===== src/rtl/logic_unit_pipe_if.sv =====
// Handshake bus for logic_unit_pipe: operand/opcode input channel and registered result channel.
interface logic_unit_pipe_if #(
  parameter int WIDTH = 8,
  parameter int CNT_W = 16
);
  logic             in_valid;
  logic             in_ready;
  logic [WIDTH-1:0] A;
  logic [WIDTH-1:0] B;
  logic [2:0]       op;
  logic             out_valid;
  logic             out_ready;
  logic [WIDTH-1:0] result;
  logic             zero_flag;
  logic             parity_flag;
  logic [CNT_W-1:0] op_count;

  modport master (
    output in_valid, A, B, op, out_ready,
    input  in_ready, out_valid, result, zero_flag, parity_flag, op_count
  );

  modport slave (
    input  in_valid, A, B, op, out_ready,
    output in_ready, out_valid, result, zero_flag, parity_flag, op_count
  );
endinterface


===== src/rtl/logic_unit_pipe.sv =====
// Single-stage registered bitwise logic unit with valid/ready flow control,
// zero/parity flags and a saturating count of completed output handshakes.
module logic_unit_pipe #(
  parameter int WIDTH = 8,
  parameter int CNT_W = 16
) (
  input logic          clk,
  input logic          rst,
  logic_unit_pipe_if.slave bus
);

  typedef enum logic [2:0] {
    OP_AND  = 3'd0,
    OP_OR   = 3'd1,
    OP_NOT  = 3'd2,
    OP_XOR  = 3'd3,
    OP_NAND = 3'd4,
    OP_NOR  = 3'd5,
    OP_XNOR = 3'd6,
    OP_PASS = 3'd7
  } op_e;

  op_e              op_sel;
  logic [WIDTH-1:0] op_out;
  logic             in_ready;
  logic             accept;
  logic             drain;

  logic             out_valid_r;
  logic [WIDTH-1:0] result_r;
  logic             zero_r;
  logic             parity_r;
  logic [CNT_W-1:0] count_r;

  assign op_sel = op_e'(bus.op);

  always_comb begin
    op_out = '0;
    case (op_sel)
      OP_AND:  op_out = bus.A & bus.B;
      OP_OR:   op_out = bus.A | bus.B;
      OP_NOT:  op_out = ~bus.A;
      OP_XOR:  op_out = bus.A ^ bus.B;
      OP_NAND: op_out = ~(bus.A & bus.B);
      OP_NOR:  op_out = ~(bus.A | bus.B);
      OP_XNOR: op_out = ~(bus.A ^ bus.B);
      OP_PASS: op_out = bus.B;
    endcase
  end

  // Ready depends only on the output side, so in_valid never loops back into in_ready.
  assign in_ready = ~out_valid_r | bus.out_ready;
  assign accept   = bus.in_valid & in_ready;
  assign drain    = out_valid_r & bus.out_ready;

  always_ff @(posedge clk or posedge rst) begin
    if (rst) begin
      out_valid_r <= 1'b0;
      result_r    <= '0;
      zero_r      <= 1'b0;
      parity_r    <= 1'b0;
      count_r     <= '0;
    end else begin
      if (accept) begin
        out_valid_r <= 1'b1;
        result_r    <= op_out;
        zero_r      <= (op_out == '0);
        parity_r    <= ^op_out;
      end else if (drain) begin
        out_valid_r <= 1'b0;
      end
      if (drain && (count_r != '1)) begin
        count_r <= count_r + 1'b1;
      end
    end
  end

  assign bus.in_ready    = in_ready;
  assign bus.out_valid   = out_valid_r;
  assign bus.result      = result_r;
  assign bus.zero_flag   = zero_r;
  assign bus.parity_flag = parity_r;
  assign bus.op_count    = count_r;

endmodule


===== src/flat_wrapper.sv =====
// flat-port wrapper written by rule: the top's interface ports become plain ports
module logic_unit_pipe_flat 
#(
  parameter int WIDTH = 8,
  parameter int CNT_W = 16
)
  (clk, rst, bus_in_valid, bus_A, bus_B, bus_op, bus_out_ready, bus_in_ready, bus_out_valid, bus_result, bus_zero_flag, bus_parity_flag, bus_op_count);
  logic_unit_pipe_if #(.WIDTH(WIDTH), .CNT_W(CNT_W)) bus_i ();
  input logic clk;
  input logic rst;
  input wire logic [$bits(bus_i.in_valid)-1:0] bus_in_valid;
  input wire logic [$bits(bus_i.A)-1:0] bus_A;
  input wire logic [$bits(bus_i.B)-1:0] bus_B;
  input wire logic [$bits(bus_i.op)-1:0] bus_op;
  input wire logic [$bits(bus_i.out_ready)-1:0] bus_out_ready;
  output wire logic [$bits(bus_i.in_ready)-1:0] bus_in_ready;
  output wire logic [$bits(bus_i.out_valid)-1:0] bus_out_valid;
  output wire logic [$bits(bus_i.result)-1:0] bus_result;
  output wire logic [$bits(bus_i.zero_flag)-1:0] bus_zero_flag;
  output wire logic [$bits(bus_i.parity_flag)-1:0] bus_parity_flag;
  output wire logic [$bits(bus_i.op_count)-1:0] bus_op_count;
  assign bus_i.in_valid = bus_in_valid;
  assign bus_i.A = bus_A;
  assign bus_i.B = bus_B;
  assign bus_i.op = bus_op;
  assign bus_i.out_ready = bus_out_ready;
  assign bus_in_ready = bus_i.in_ready;
  assign bus_out_valid = bus_i.out_valid;
  assign bus_result = bus_i.result;
  assign bus_zero_flag = bus_i.zero_flag;
  assign bus_parity_flag = bus_i.parity_flag;
  assign bus_op_count = bus_i.op_count;
  logic_unit_pipe #(.WIDTH(WIDTH), .CNT_W(CNT_W)) u_core (.clk(clk), .rst(rst), .bus(bus_i));
endmodule

===== config.mk =====
export PLATFORM = sky130hd
export DESIGN_NAME = logic_unit_pipe_flat
export DESIGN_NICKNAME = d
export VERILOG_FILES = /design/src/rtl/logic_unit_pipe_if.sv /design/src/rtl/logic_unit_pipe.sv /design/src/flat_wrapper.sv
export SDC_FILE = /design/constraint.sdc
export NUM_CORES = 1
export LEC_CHECK = 0
export ABC_AREA = 1
export CORE_ASPECT_RATIO = 1.5
export CORE_UTILIZATION = 45
export DETAILED_ROUTE_END_ITERATION = 16
export GPL_ROUTABILITY_DRIVEN = 1
export HOLD_SLACK_MARGIN = 0.03
export PLACE_DENSITY = 0.74
export SYNTH_ARGS = -nofsm -noshare
export SYNTH_HDL_FRONTEND = slang
export SYNTH_SLANG_ARGS = --single-unit

===== constraint.sdc =====
create_clock -name clk -period 1.99 [get_ports clk]
set_input_delay 0.2985 -clock clk [delete_from_list [all_inputs] [get_ports clk]]
set_output_delay 0.2985 -clock clk [all_outputs]
set_load 0.03 [all_outputs]

==> metrics.md <==
| Metric | Value |
|---|---|
| N_diodes | `0` |
| Synthesis Warnings | `0` |
| Core box area | `5200 sq um` |
| Critical Path Sink | `u_core.bus.parity_flag$_DFFE_PP0P_` |
| Setup crit start | `bus_B[6]` |
| R2R depth | `7` |
| Leakage power | `1.88 nW` |
| CP max FO | `2` |
| Largest net degree at the start of global routing | `28` |
| CTS buffer count | `3` |
| GRT overflow | `0` |
| Register bit count reported by yosys | `27` |
| All-Layer GR Usage | `between 20% and 30%` |
| Adder-cell share of the synthesized area | `10.7%` |
| Ys async rst share | `100%` |
| Final core occ | `roughly 70%` |
| R2r setup slk | `0.42 ns` |
| Cell Area, Synth | `2460 sq um` |
| Post-synth cell types | `25` |
| Synth Area in Compound Gates | `around 2.4%` |
| Nets | `509` |
| Slowest cell delay on critical path | `0.41 ns` |
| Reg2reg start | `u_core.bus.op_count[0]$_DFFE_PP0P_` |
| Drt drc | `0` |
| Top_reg_cell synth | `dfrtp_1` |
| Max_slew headroom | `76.9%` |
| R2r endpoint | `u_core.bus.op_count[10]$_DFFE_PP0P_` |
| Synthesized Nets | `410` |
| Initial antenna violation count | `0` |
| Via count | `2760` |
| Startpoint Class | `input port` |
| Max Freq | `532 MHz` |
| Post-synth top area share | `27.4%` |
| Worst min-delay path class | `in -> async` |
| Routed Antenna Nets | `0` |
| Later-pin clock latency in the skew report | `approximately 0.27 ns` |
| H-tree depth | `1` |
| Crit-path slowest cell | `clkdlybuf4s50_1` |
| Post-Layout Cell Count | `532` |
| Xor/xnor share of the synthesized area | `about 5%` |
| Area delta synth->final | `48.1%` |
| Fin Setup TNS | `0 ns` |
| Minimum clock period | `1.88 ns` |
| Post-synth EDFFs | `0` |
| CP Class | `in -> reg` |
| DRT iter0 DRCs | `147` |
| Power Dens Cells | `about 600 nW/um^2` |
| RD Place Congestion | `a little over 0.8` |
| Status | `finished clean` |
| Simple-Gate Fraction of Synth Area | `a little over two fifths` |
| Fillcell total | `430` |
| Synthesized area per cell | `6.73 sq um` |
| Mapped Cells | `366` |
| Leading area contributor after synthesis | `dfrtp_1` |
| DP HPWL | `4880 um` |
| Final Skew | `0.00190 ns` |
| Max Cap Viol | `0` |
| Proportion of synthesized area in mux cells | `0%` |
| Routed vias/inst | `slightly above 5` |
| Clock Sinks | `27` |
| Starting Density | `47.3%` |
| Cts hold-fix bufs | `0` |
| Max Root-Sink Buffers | `2` |
| Crit end category | `flop` |
| Die extent in x | `62.4 um` |
| Final hold violation count | `0` |
| Die Y | `slightly above 90 um` |
| # port buffers | `50` |
| Count leader, synth | `nand2_1` |
| Final count of pins violating max slew | `0` |
| CTS tree | `yes` |
| Worst VDD drop | `~320 uV` |
| First-pass GRT wire length | `11700 um` |
| Largest family of logic cells by synthesized area | `simple AND/OR/NAND/NOR gates` |
| Share of layout cells above drive strength 1 | `23.1%` |
| Setup Viol. Count Final | `0` |
| Clk pin slew, worst setup/hold paths | `0.09 ns` |
| WL/cell | `12.8 um` |
| Post-synth top cells | `115 x nand2_1, 44 x inv_1, 38 x nand3_1` |
| Row Count | `32` |
| Root Buffer | `clkbuf_8` |
| Sequential share of the synthesized area | `roughly 27%` |
| TritonRoute pass-1 iters | `5` |
| Die ar. | `a little under 6000 sq um` |
| I/O pin count | `51` |
| Synth top area cells | `dfrtp_1 27%, nand2_1 18%, ha_1 11%` |
| CP arrival | `2.04 ns` |
| Detailed Route WL | `6800 um` |
| Actual slew at the worst max-slew pin | `0.346 ns` |
| Crit-path cells | `clkdlybuf4s50_1 > buf_4 > ha_1 > nand3b_1 > nand2_1 > nor2_2 > nand3_2 > inv_2 > ha_4 > xnor2_2 > xnor2_1 > o21ai_1` |
| Vias in the first global route | `between 2000 and 3000` |
| Post-Place Cells | `517` |
| Fin crit share | `94.4%` |
| Critical Path RT | `2.15 ns` |
-- per-stage QoR --
stage | total power, mW | setup WS [ns] | hold slack, ns | instance area, sq um
after global placement | 1.78 | -0.482 | 0.464 | 3320
after detailed placement | 1.79 | -0.515 | 0.465 | 3320
after global routing | 2.33 | -0.000308 | 0.417 | 3650
final | 2.20 | 0.112 | 0.387 | 3650
after floorplan | 1.36 | 0.173 | 0.351 | 2460
after CTS | 2.15 | 0.000757 | 0.400 | 3600
-- what timing repair did --
item | CTS | global route
setup endpoints to repair | 1 | 2
buffers inserted | 11 | 0
pin swaps | 23 | 13
resized for setup | 34 | 24
gates cloned | 1 | 0
-- per-layer routing --
| metal | vias up | wire length (um) | track usage [%] |
|---|---|---|---|
| met5 | - | 0 | 0 |
| met4 | 0 | 195 | 13.2 |
| met3 | 17 | 226 | 1.23 |
| met2 | 99 | 3810 | 48.9 |
| met1 | 1285 | 2570 | 25.6 |
| li1 | 1359 | - | - |
-- logic make-up (layout without fill, tap and decap cells) --
group,Yosys count,after routing
adders and majority gates,21,21
xor gates and xnor gates,14,14
AOI/OAI and AO/OA,11,11
buffers and inverters,62,160
DFF,27,27
and+or+nand+nor,231,231
-- worst min path at each step --
| stage | end | slack (ns) | cells after the start | startpoint |
|---|---|---|---|---|
| global route | u_core.bus.op_count[8]$_DFFE_PP0P_ | 0.42 | 3 | rst |
| detailed placement | u_core.bus.result[2]$_DFFE_PP0P_ | 0.46 | 2 | u_core.bus.result[2]$_DFFE_PP0P_ |
| floorplan | u_core.bus.op_count[0]$_DFFE_PP0P_ | 0.35 | 1 | rst |
| global placement | u_core.bus.result[1]$_DFFE_PP0P_ | 0.46 | 2 | u_core.bus.result[1]$_DFFE_PP0P_ |
| CTS | u_core.bus.op_count[10]$_DFFE_PP0P_ | 0.40 | 3 | rst |
| finish | u_core.bus.op_count[8]$_DFFE_PP0P_ | 0.39 | 3 | rst |
-- cell type report --
class | instances | area (sq um) | area share, %
Clock buffer | 4 | 45.0 | 1.24
Inverter | 49 | 184 | 5.04
Multi-Input combinational cell | 277 | 1660 | 45.6
Sequential cell | 27 | 676 | 18.5
Tap cell | 68 | 85.1 | 2.33
Timing Repair Buffer | 107 | 993 | 27.2
-- power by group --
| group | internal, mW | leakage [nW] | switching (mW) |
|---|---|---|---|
| logic | 0.532 | 1.50 | 0.596 |
| registers | 0.647 | 0.353 | 0.117 |
| clock network | 0.143 | 0.0228 | 0.161 |
-- placed cells by master (no fill, tap or decap) --
cell	instances
nand2_1	115
clkdlybuf4s50_1	32
xnor2_2	1
buf_4	49
nand3_1	34
nor2_8	1
a21oi_1	1
nand4_1	24
dlymetal6s2s_1	6
o21ai_1	5
clkbuf_8	3
and2_1	1
nor2_4	3
buf_6	4
nand2_2	2
nand2_4	2
o21ai_0	4
ha_4	9
a21oi_2	1
dlygate4sd2_1	10
xnor2_1	13
nand3_2	5
clkbuf_1	1
nor2_1	33
ha_1	12
clkbuf_2	2
buf_12	3
inv_1	32
nor2_2	4
inv_2	17
nand3b_1	7
buf_16	1
dfrtp_1	27
-- critical path, delay by kind of cell --
family | cells | cell delay [ns]
adders and majority gates | 2 | 0.46
and+or+nand+nor | 4 | 0.34
AOI/OAI and AO/OA | 1 | 0.08
xor gates and xnor gates | 2 | 0.24
buffers and inverters | 3 | 0.60
-- registers in the layout, summed over array words and instances (netlist names) --
signal,count
u_core.bus.result,8
u_core.bus.parity_flag,1
u_core.bus.out_valid,1
u_core.bus.zero_flag,1
u_core.bus.op_count,16
(Power assumes the default switching activity.)
